==> src/rtl/alu_pkg.sv <==
// Shared ALU control codes and execution-unit state encoding.
// The codes are also consumed by the ALU control decoder.
package alu_pkg;

    localparam logic [3:0] ALU_AND = 4'b0000;
    localparam logic [3:0] ALU_OR  = 4'b0001;
    localparam logic [3:0] ALU_ADD = 4'b0010;
    localparam logic [3:0] ALU_SLL = 4'b0011;
    localparam logic [3:0] ALU_SRL = 4'b0100;
    localparam logic [3:0] ALU_SRA = 4'b0101;
    localparam logic [3:0] ALU_SUB = 4'b0110;
    localparam logic [3:0] ALU_SLT = 4'b0111;

    typedef enum logic [1:0] {
        IDLE  = 2'd0,
        SHIFT = 2'd1,
        DONE  = 2'd2
    } alu_state_t;

endpackage

==> src/rtl/alu_shifter_iter.sv <==
// Iterative one-bit-per-cycle shifter. The first step happens on the start
// cycle itself, so a shift by N asserts 'last' on its N-th step.
module alu_shifter_iter
    import alu_pkg::*;
#(
    parameter int XLEN = 32,
    localparam int SHW = $clog2(XLEN)
) (
    input  logic            clk,
    input  logic            rst,
    input  logic            start,
    input  logic [3:0]      op,
    input  logic [XLEN-1:0] a,
    input  logic [SHW-1:0]  amt,
    output logic [XLEN-1:0] data_next,
    output logic            last
);

    logic [XLEN-1:0] work_reg;
    logic [SHW-1:0]  cnt_reg;
    logic [3:0]      op_reg;

    logic [XLEN-1:0] src;
    logic [3:0]      op_cur;
    logic [SHW-1:0]  cnt_cur;

    always_comb begin
        src     = start ? a   : work_reg;
        op_cur  = start ? op  : op_reg;
        cnt_cur = start ? amt : cnt_reg;
        last    = (cnt_cur == SHW'(1));
        // SRA keeps the sign bit in place, so replicating the current MSB
        // replicates the original a[XLEN-1] on every step.
        case (op_cur)
            ALU_SLL: data_next = {src[XLEN-2:0], 1'b0};
            ALU_SRA: data_next = {src[XLEN-1], src[XLEN-1:1]};
            default: data_next = {1'b0, src[XLEN-1:1]};
        endcase
    end

    always_ff @(posedge clk) begin
        if (rst) begin
            work_reg <= '0;
            cnt_reg  <= '0;
            op_reg   <= ALU_SLL;
        end else if (start) begin
            work_reg <= data_next;
            cnt_reg  <= amt - SHW'(1);
            op_reg   <= op;
        end else if (cnt_reg != '0) begin
            work_reg <= data_next;
            cnt_reg  <= cnt_reg - SHW'(1);
        end
    end

endmodule

==> src/rtl/alu_exec.sv <==
// Multi-cycle ALU execute unit with valid/ready handshake on both sides.
// Define ALU_SHIFT_EN to build the iterative shifter; otherwise shifts are illegal.
module alu_exec
    import alu_pkg::*;
#(
    parameter int XLEN = 32,
    localparam int SHW = $clog2(XLEN)
) (
    input  logic            clk,
    input  logic            rst,
    input  logic            in_valid,
    output logic            in_ready,
    input  logic [3:0]      alu_ctrl,
    input  logic [XLEN-1:0] a,
    input  logic [XLEN-1:0] b,
    output logic            out_valid,
    input  logic            out_ready,
    output logic [XLEN-1:0] result,
    output logic            zero,
    output logic            illegal
);

    alu_state_t      state_reg, state_next;
    logic [XLEN-1:0] result_reg, result_next;
    logic            zero_reg, zero_next;
    logic            illegal_reg, illegal_next;

    logic [XLEN-1:0] alu_res;
    logic            alu_ill;

    always_comb begin
        alu_res = '0;
        alu_ill = 1'b0;
        case (alu_ctrl)
            ALU_AND: alu_res = a & b;
            ALU_OR:  alu_res = a | b;
            ALU_ADD: alu_res = a + b;
            ALU_SUB: alu_res = a - b;
            ALU_SLT: alu_res = {{(XLEN-1){1'b0}}, ($signed(a) < $signed(b))};
`ifdef ALU_SHIFT_EN
            // Only reached for a zero shift amount; non-zero shifts use the shifter.
            ALU_SLL, ALU_SRL, ALU_SRA: alu_res = a;
`endif
            default: alu_ill = 1'b1;
        endcase
    end

`ifdef ALU_SHIFT_EN
    logic [SHW-1:0]  shamt;
    logic            is_shift;
    logic            shift_start;
    logic            shift_last;
    logic [XLEN-1:0] shift_data;

    assign shamt       = b[SHW-1:0];
    assign is_shift    = (alu_ctrl == ALU_SLL) || (alu_ctrl == ALU_SRL) || (alu_ctrl == ALU_SRA);
    assign shift_start = (state_reg == IDLE) && in_valid && is_shift && (shamt != '0);

    alu_shifter_iter #(.XLEN(XLEN)) u_shifter (
        .clk       (clk),
        .rst       (rst),
        .start     (shift_start),
        .op        (alu_ctrl),
        .a         (a),
        .amt       (shamt),
        .data_next (shift_data),
        .last      (shift_last)
    );
`endif

    always_comb begin
        state_next   = state_reg;
        result_next  = result_reg;
        zero_next    = zero_reg;
        illegal_next = illegal_reg;
        case (state_reg)
            IDLE: begin
                if (in_valid) begin
                    state_next   = DONE;
                    result_next  = alu_res;
                    illegal_next = alu_ill;
`ifdef ALU_SHIFT_EN
                    if (shift_start) begin
                        result_next  = shift_data;
                        illegal_next = 1'b0;
                        if (!shift_last) state_next = SHIFT;
                    end
`endif
                    zero_next = (result_next == '0);
                end
            end
`ifdef ALU_SHIFT_EN
            SHIFT: begin
                if (shift_last) begin
                    state_next  = DONE;
                    result_next = shift_data;
                    zero_next   = (shift_data == '0);
                end
            end
`endif
            DONE: begin
                if (out_ready) state_next = IDLE;
            end
            default: state_next = IDLE;
        endcase
    end

    always_ff @(posedge clk) begin
        if (rst) begin
            state_reg   <= IDLE;
            result_reg  <= '0;
            zero_reg    <= 1'b0;
            illegal_reg <= 1'b0;
        end else begin
            state_reg   <= state_next;
            result_reg  <= result_next;
            zero_reg    <= zero_next;
            illegal_reg <= illegal_next;
        end
    end

    assign in_ready  = (state_reg == IDLE);
    assign out_valid = (state_reg == DONE);
    assign result    = result_reg;
    assign zero      = zero_reg;
    assign illegal   = illegal_reg;

endmodule

==> config.mk <==
export PLATFORM = sky130hd
export DESIGN_NAME = alu_exec
export DESIGN_NICKNAME = d
export VERILOG_FILES = /design/src/rtl/alu_pkg.sv /design/src/rtl/alu_shifter_iter.sv /design/src/rtl/alu_exec.sv
export SDC_FILE = /design/constraint.sdc
export NUM_CORES = 1
export LEC_CHECK = 0
export CAP_MARGIN = 15
export CELL_PAD_IN_SITES_DETAIL_PLACEMENT = 1
export CELL_PAD_IN_SITES_GLOBAL_PLACEMENT = 1
export CORE_MARGIN = 2
export CORE_UTILIZATION = 43
export DETAILED_ROUTE_END_ITERATION = 10
export HOLD_SLACK_MARGIN = 0.06
export PLACE_DENSITY_LB_ADDON = 0.1
export SLEW_MARGIN = 20
export SYNTH_ARGS = -nofsm -noshare
export SYNTH_HDL_FRONTEND = slang
export SYNTH_SLANG_ARGS = --single-unit
==> constraint.sdc <==
create_clock -name clk -period 7.46 [get_ports clk]
set_input_delay 0.746 -clock clk [delete_from_list [all_inputs] [get_ports clk]]
set_output_delay 0.746 -clock clk [all_outputs]
set_load 0.02 [all_outputs]
* Yosys cells after proc, flatten, opt, wreduce, memory -nomap -nowiden
Cells that the tools add are included.
Cells by class: $add $sub $neg 2, magnitude comparators 1, equality and inequality tests 7, mux-type cells 5, bitwise logic cells 2, reductions and logical operators 6
Operators with widths (number):
- $pmux 32 s5 | 1
- $add 32x32->32 | 1
- $and 32x32->32 | 1
- $logic_not 32->1 | 1
- $lt 32x32->1 | 1
- $or 32x32->32 | 1
- $sub 32x32->32 | 1
- $eq 4x3->1 const B | 2
- $reduce_or 5->1 | 1
- $eq 4x1->1 const B | 1
- $eq 4x2->1 const B | 1
- $logic_not 4->1 | 1
- $mux 2 | 2
- $pmux 2 s2 | 1
- $reduce_and 2->1 | 2
- $eq 2x2->1 const B | 1
- $logic_not 2->1 | 1
- $ne 2x1->1 const B | 1
- $ne 2x2->1 const B | 1
- $mux 1 | 1
Word-level totals: bits in registers 36, output and inout bits 36, logic and storage cells 27

* Longest topological paths before layout
depth after elaboration 3, depth in mapped cells 15, mapped depth without buffers 15

* Worst setup path before layout
Ideal clock, no wire load.
path kind input-to-reg, start point in a[0], end point reg zero_reg (netlist: zero), setup time 0.096 ns, data arrival time 3.538 ns, data required time 7.364 ns, path slack 3.827 ns, cell stages on the path 15, path buffers 0, cells stage by stage inv_1 ha_1 inv_1 fa_1 nor2b_1 o21ai_1 a2111oi_2 nor3_1 nor4_1 o31a_1 a2bb2oi_2 xnor2_1 a2111oi_2 nand4b_1 o41ai_2
On the way: cells in the longest elaborated chain, start to end 3, elaborated cells between the ends (all ways) 7
Ends and longest elaborated chain:
- start: declaration | line alu_exec.sv:14 | input logic [XLEN-1:0] a,
- $sub 32x32->32, or another cell as far along | line alu_exec.sv:38 | ALU_SUB: alu_res = a - b;
- $pmux 32 s5 (*) | line alu_exec.sv:34 | case (alu_ctrl)
- $logic_not 32->1 (*) | line alu_exec.sv:89 | zero_next = (result_next == '0);
- end signal: assignment | line alu_exec.sv:117 | zero_reg <= zero_next;
- end: declaration | line alu_exec.sv:25 | logic zero_reg, zero_next;
Every way passes the cells marked *; elsewhere a longest branch is shown, timed or not. A chain may end at the register's enable or synchronous reset.

* Final worst setup path
start point in a[11], end point reg zero_reg (netlist: zero)
Same word-level chain as after synthesis.

==> results.ini <==
[outcome]
run_status = finished, final reports clean

[floorplan]
rows = 45
start_util_pct = 44.0
die_h_um = 129
io_pins = 108
dieArea_mm2 = 0.0166
fp.coreArea_mm2 = 0.0152
die_x_um = 129

[worst_setup_path]
path_class = in2reg
critical_path_peak_fanout = 14
r2r_cells = 7
cpMaxStageDelayCell = clkdlybuf4s50_1
reg2reg_from = state_reg[1]
cp-end-kind = register
worst_ep_arrival_time_ns = 4.81
rr_endpoint = zero
required_ns = 7.64
rrSetupSlack_ns = 5.11
cp-start-kind = input port
cpPeakStageDelay_ns = 0.54
worstPathCellList = clkdlybuf4s50_1, inv_1, ha_1, nor2_2, nand2_1, o311ai_2, o21ai_1, a31o_2, o311a_1, a211oi_2, xnor2_1, a21oi_1, nand4_1, o41ai_2

[clock_network]
cts-resized-gates = 0
insertion_delay_ns = 0.28
cts_buffers = 5
hold_buffers = 0
tritoncts = done
root_buffer = clkbuf_16
path_clk_slew_ns = 0.06
htree_levels = 2
clk_path_buf_depth = 2
postCtsSetupBuffers = 0
numClockSinks = 35

[global_routing]
first_global_vias = 7505
grt_usage_pct = 30.6
grt_overflow = 0
grt_max_degree = 54
grt_pass1_wl_um = 40600
antenna_found_initial = 0

[logic_synthesis]
yosysUniqueCellTypes = 80
yosysTopAreaCell = ha_1
seq_area_frac_synth_pct = 10.5
synthTopCellsByArea = ha_1 (18%), dfxtp_1 (10%), inv_1 (6.2%), a21oi_1 (6.1%), nor2_1 (5.5%)
post_synth.cell_area_avg_um2 = 6.88
netlist_area_mm2 = 0.00668
synth_seq_cells = 35
synth_nets = 1144
synthFlopType = dfxtp_1
synth_edf_count = 0
synth_top_area_share_pct = 18.3
syn-instance-count = 972
yosys_warnings = 0
async_reset_ff_share_pct = 0

[timing]
tightest_slew_ns = 0.832
min_period_over_period_pct = 62.0
slew_headroom_pct = 44.4
fin_crit_ns = 4.63
worst_clock_skew_ns = 0.00889
hold_viol_final = 0
tns_ns = 0
max_freq_ghz = 0.216
rsz0062_at_grt = false
finalSetupViolCount = 0
slew_violations = 0

[final_layout]
finalNonFillerCells = 1229
final_cell_mix = inv_1 (110), clkdlybuf4s50_1 (106), nor2_1 (98), ha_1 (98), nand2_1 (85)
final_area_mm2 = 0.00803
areaGrowthSynthToFinish_pct = 20.1
fin_nets = 1212
n_antenna_cell = 0
drive_gt1_share_pct = 4.80
largest_reg_flops = 32
layout_commonest_cell = inv_1

[routing]
wl_per_cell_um = 21.1
antenna_left = 0
drt_wl_total_um = 25900
vias = 7731
routed_via_density = 6.29
drt_iter0_markers = 821
drc_errors = 0
dr.pass1.iters = 5

[hold_path]
min_to = result[15]
hold_class = reg2reg
hold_path_depth = 2
min_from = result[15]

[place]
gp_congestion = 0.969
place_inst = 1220
dp_hpwl_um = 20400
port_buffers = 107
dpl_cell_area_mm2 = 0.00783

[power]
leakagePower_uw = 0.00347
powerDensity_mw_per_mm2 = 128
vdd_drop_max_mv = 0.0917

[job]
drv_cap = 0

==> cell type report <==
type                    instances  area (µm²)
fillers                      1982        7170
multi-input cells             767        5340
clock inverters                 3        43.8
inverters                     114         428
flip-flops and latches         35         701
clock buffers                   5         125
repair buffers                117        1160
well taps                     188         235
==> power by group <==
part | total (µW) | internal, µW | leakage, µW | switching [µW]
Clock | 242 | 158 | 0.0000838 | 84.7
Sequential | 212 | 202 | 0.000288 | 9.85
Combinational | 573 | 220 | 0.00310 | 353
==> worst max-delay path, delay by kind of cell <==
family | cells | cell delay (ns)
adder cells (fa/ha/maj) | 1 | 0.52
AO/OA/AOI/OAI | 7 | 2.20
buffers and inverters | 2 | 0.60
XOR/XNOR | 1 | 0.09
AND/OR/NAND/NOR | 3 | 0.63
==> cells in the mapped netlist, drive strengths merged, types with 6 or more instances <==
master / n
nand4: 10
xnor2: 18
nor2: 99
buf: 14
nand2: 85
nor3: 38
o31ai: 18
nor2b: 11
dfxtp: 35
clkbuf: 42
a211oi: 34
mux2i: 23
o211ai: 15
nand3: 16
nor4: 9
o21bai: 7
or3: 6
a21o: 13
o21ai: 52
inv: 113
o22ai: 8
a31oi: 10
a311oi: 9
ha: 98
a21oi: 82
==> kinds of logic (layout without fill, tap and decap cells) <==
family | Yosys count | after routing | share of synthesized area [%]
AO/OA/AOI/OAI | 313 | 313 | 32.3
XOR/XNOR | 20 | 20 | 2.62
adder cells (fa/ha/maj) | 100 | 100 | 18.9
buffers and inverters | 170 | 239 | 9.96
flip-flops | 35 | 35 | 10.5
multiplexers | 26 | 26 | 3.95
AND/OR/NAND/NOR | 308 | 308 | 21.8
==> per-layer routing <==
metal  up-vias  global-route usage (%)  wire length (µm)
met1      3745                    43.4             11900
met4         0                    6.46               396
met2       329                    50.3             11700
met5         -                       0                 0
li1       3625                       -                 -
met3        32                    3.20              1890
==> worst max path at each step <==
| stage | cells after the start | to | from |
|---|---|---|---|
| 2_1_floorplan | 15 | zero | a[0] |
| 3_3_place_gp | 14 | zero | a[11] |
| 3_5_place_dp | 14 | zero | a[11] |
| 4_1_cts | 14 | zero | a[11] |
| 5_1_grt | 14 | zero | a[11] |
| 6_report | 14 | zero | a[11] |
==> through the flow <==
| stage | worst slack (ns) | power, µW | util, % | hold WS [ns] |
|---|---|---|---|---|
| floorplan | 3.83 | 575 | - | 0.530 |
| global placement | 2.63 | 762 | 51.5 | 0.444 |
| detailed placement | 2.60 | 772 | 51.5 | 0.455 |
| CTS | 2.87 | 1010 | 52.6 | 0.463 |
| global route | 2.60 | 1090 | 52.8 | 0.497 |
| finish | 2.83 | 1030 | 52.8 | 0.456 |
Power figures use the tool's default switching activity.
==> variant (same settings) <==
Change the parameter `XLEN` from 32 to 16.
--- a/src/rtl/alu_exec.sv
+++ b/src/rtl/alu_exec.sv
@@ -3,7 +3,7 @@
 module alu_exec
     import alu_pkg::*;
 #(
-    parameter int XLEN = 32,
+    parameter int XLEN = 16,
     localparam int SHW = $clog2(XLEN)
 ) (
     input  logic            clk,
Interface: changed (resized a, b and result); port bits go from 108 to 60. The function was not compared with the original's and may differ.
==> variant against the unedited design <==
Synthesized area is 56% lower; clock skew is 0.0024 ns lower; via count is 58% lower; final area is 55% lower; setup slack better by 0.55 ns; count of clock-buffer cells in the layout is 2 lower; register-to-register slack better by 0.31 ns; total power is 59% lower; sequential cell count is 16 lower; routed wire length is 63% lower; final cell count is 56% lower; critical path type unchanged; critical endpoint unchanged; largest power group unchanged.
==> variant: results (changes against the unedited design) <==
yosys:
  syn_nets: 501  # was 1,144
  synth_top_cells_by_area: "ha_1, dfxtp_1, nor2_1"  # was ha_1, dfxtp_1, inv_1
  ys_seq_area_share_pct: 12.95  # was 10.48%
  synth_commonest_cells: "nor2_1, ha_1, inv_1"  # was inv_1, ha_1, nor2_1
  synth.distinct_cells: 64  # was 80
  async_flop_share_pct: 0  # unchanged
power_and_ir_drop:
  leakagePower_nw: 1.595  # was 3.473 nW
  internal_power_w: 0.0002430  # was 0.0005794 W
  peakVddDrop_v: 0.00005380  # was 0.00009168 V
placed_design:
  hpwl_um: 7782  # was 20,360 um
  place_ws_ns: 3.244  # was 2.598 ns
  portBuffers: 59  # was 107
  gp_congestion: 0.9159  # was 0.9687
run_status:
  status: "finished clean"  # unchanged
worst_setup_path:
  regToRegSetupSlack_ns: 5.42  # was 5.11 ns
  worstPathMaxFanout: 23  # was 14
  worstReg2RegStart: "state_reg[1]"  # unchanged
  startpoint: "alu_ctrl[2]"  # was a[11]
  arrival_ns: 4.25  # was 4.81 ns
sta:
  fin_crit_sh_pct: 54.72  # was 62.04%
  maxSlewHeadroom_pct: 27.97  # was 44.42%
  clock_skew_ns: 0.006513  # was 0.008890 ns
  hold_slack_ns: 0.4578  # was 0.4565 ns
clock_tree:
  cts_root_buf: "clkbuf_8"  # was clkbuf_16
  clk_latency_ns: 0.27
  cts_htree_levels: 1  # was 2
  cts_made_buffers: 3  # was 5
  clock_path_buffers: 2  # unchanged
route:
  drt_iter0_drc: 160  # was 821
  dr.pass1.iters: 4  # was 5
  post_drt_wl_per_cell_um: 17.69  # was 21.05 um
  via_per_inst: 6.011  # was 6.290
hold_path:
  hold_start: "result[0]"  # was result[15]
  hold_path_class: "flip-flop to flip-flop"  # unchanged
global_route:
  grt_usage_pct: 25.81  # was 30.63%
  use_met2_pct: 44.90  # was 50.30%
  grt_pass1_wl_um: 15840  # was 40,580 um
  globalRouteMet3Util_pct: 1.714  # was 3.202%
  grt_max_degree: 25  # was 54
  grtUsageMet1_pct: 34.79  # was 43.45%
  grt_pass1_vias: 3250  # was 7,505
cells_and_area:
  diodes: 0  # unchanged
  largest_reg_flops: 16  # was 32
  drive_gt1_share_pct: 5.033  # was 4.803%
  nNetsFinal: 548  # was 1,212
variant: cell types whose count changed in the layout (fill, tap and decap cells not counted), moves of 40 or more:
cell,change
nor2_1,-46
o21ai_0,-40
nand2_1,-51
inv_1,-65
ha_1,-50
a21oi_1,-48
clkdlybuf4s50_1,-47
variant: logic make-up (layout without fill, tap and decap cells):
group                    count (synthesis)  count (layout)  synth area share (%)
adder cells (fa/ha/maj)                 50              50                 21.81
AO/OA/AOI/OAI                          119             119                 29.30
multiplexers                             4               4                 1.363
buffers and inverters                   68             114                 8.986
XOR/XNOR                                 8               8                 2.385
AND/OR/NAND/NOR                        143             143                 23.21
flip-flops                              19              19                 12.95
variant: final timing paths:
check / cells past startpoint / endpoint
worst max-delay path: 11 / zero
worst min-delay path: 2 / result[0]
worst max register to register: 10 / zero
worst min register to register: 2 / result[0]
variant: power by group through the flow:
stage,registers [W],logic [W],clock network (W)
after floorplan,0.000123,0.000138,0
after global placement,0.000114,0.000222,0
after detailed placement,0.000115,0.000227,0
after CTS,0.000113,0.000229,0.0000740
after global routing,0.000113,0.000253,0.0000794
final,0.000112,0.000231,0.0000730
variant: final cells by class:
class                      count  area [sq um]
clock buffer                   3         41.29
clock inverter                 1         5.005
fill                         876          3109
inverter                      49         183.9
multi-input combinational    324          2293
sequential                    19         380.4
tap                           80         100.1
timing repair buffer          61         605.6
variant: metal layers:
metal	vias to the layer above	share of wire [%]
met5	-	0
met4	0	1.5
met3	17	5.6
met2	111	47
met1	1551	46
li1	1549	-
variant: worst max-delay path, cell delays in order:
cell	delay, ns
clkdlybuf4s50_1	0.97
nor3_1	0.44
nand2_1	0.40
o21ai_1	0.35
nor2_1	0.10
a2111oi_0	0.55
nor2_1	0.13
nand4_1	0.10
nor3_1	0.04
and4_1	0.20
a31o_1	0.21
variant: stage by stage:
step / util, % / instances
6_report: 53.72 / 537
5_1_grt: 53.72 / 537
4_1_cts: 53.72 / 537
3_5_place_dp: 53.04 / 533
3_3_place_gp: 53.04 / 533
2_1_floorplan: - / 411
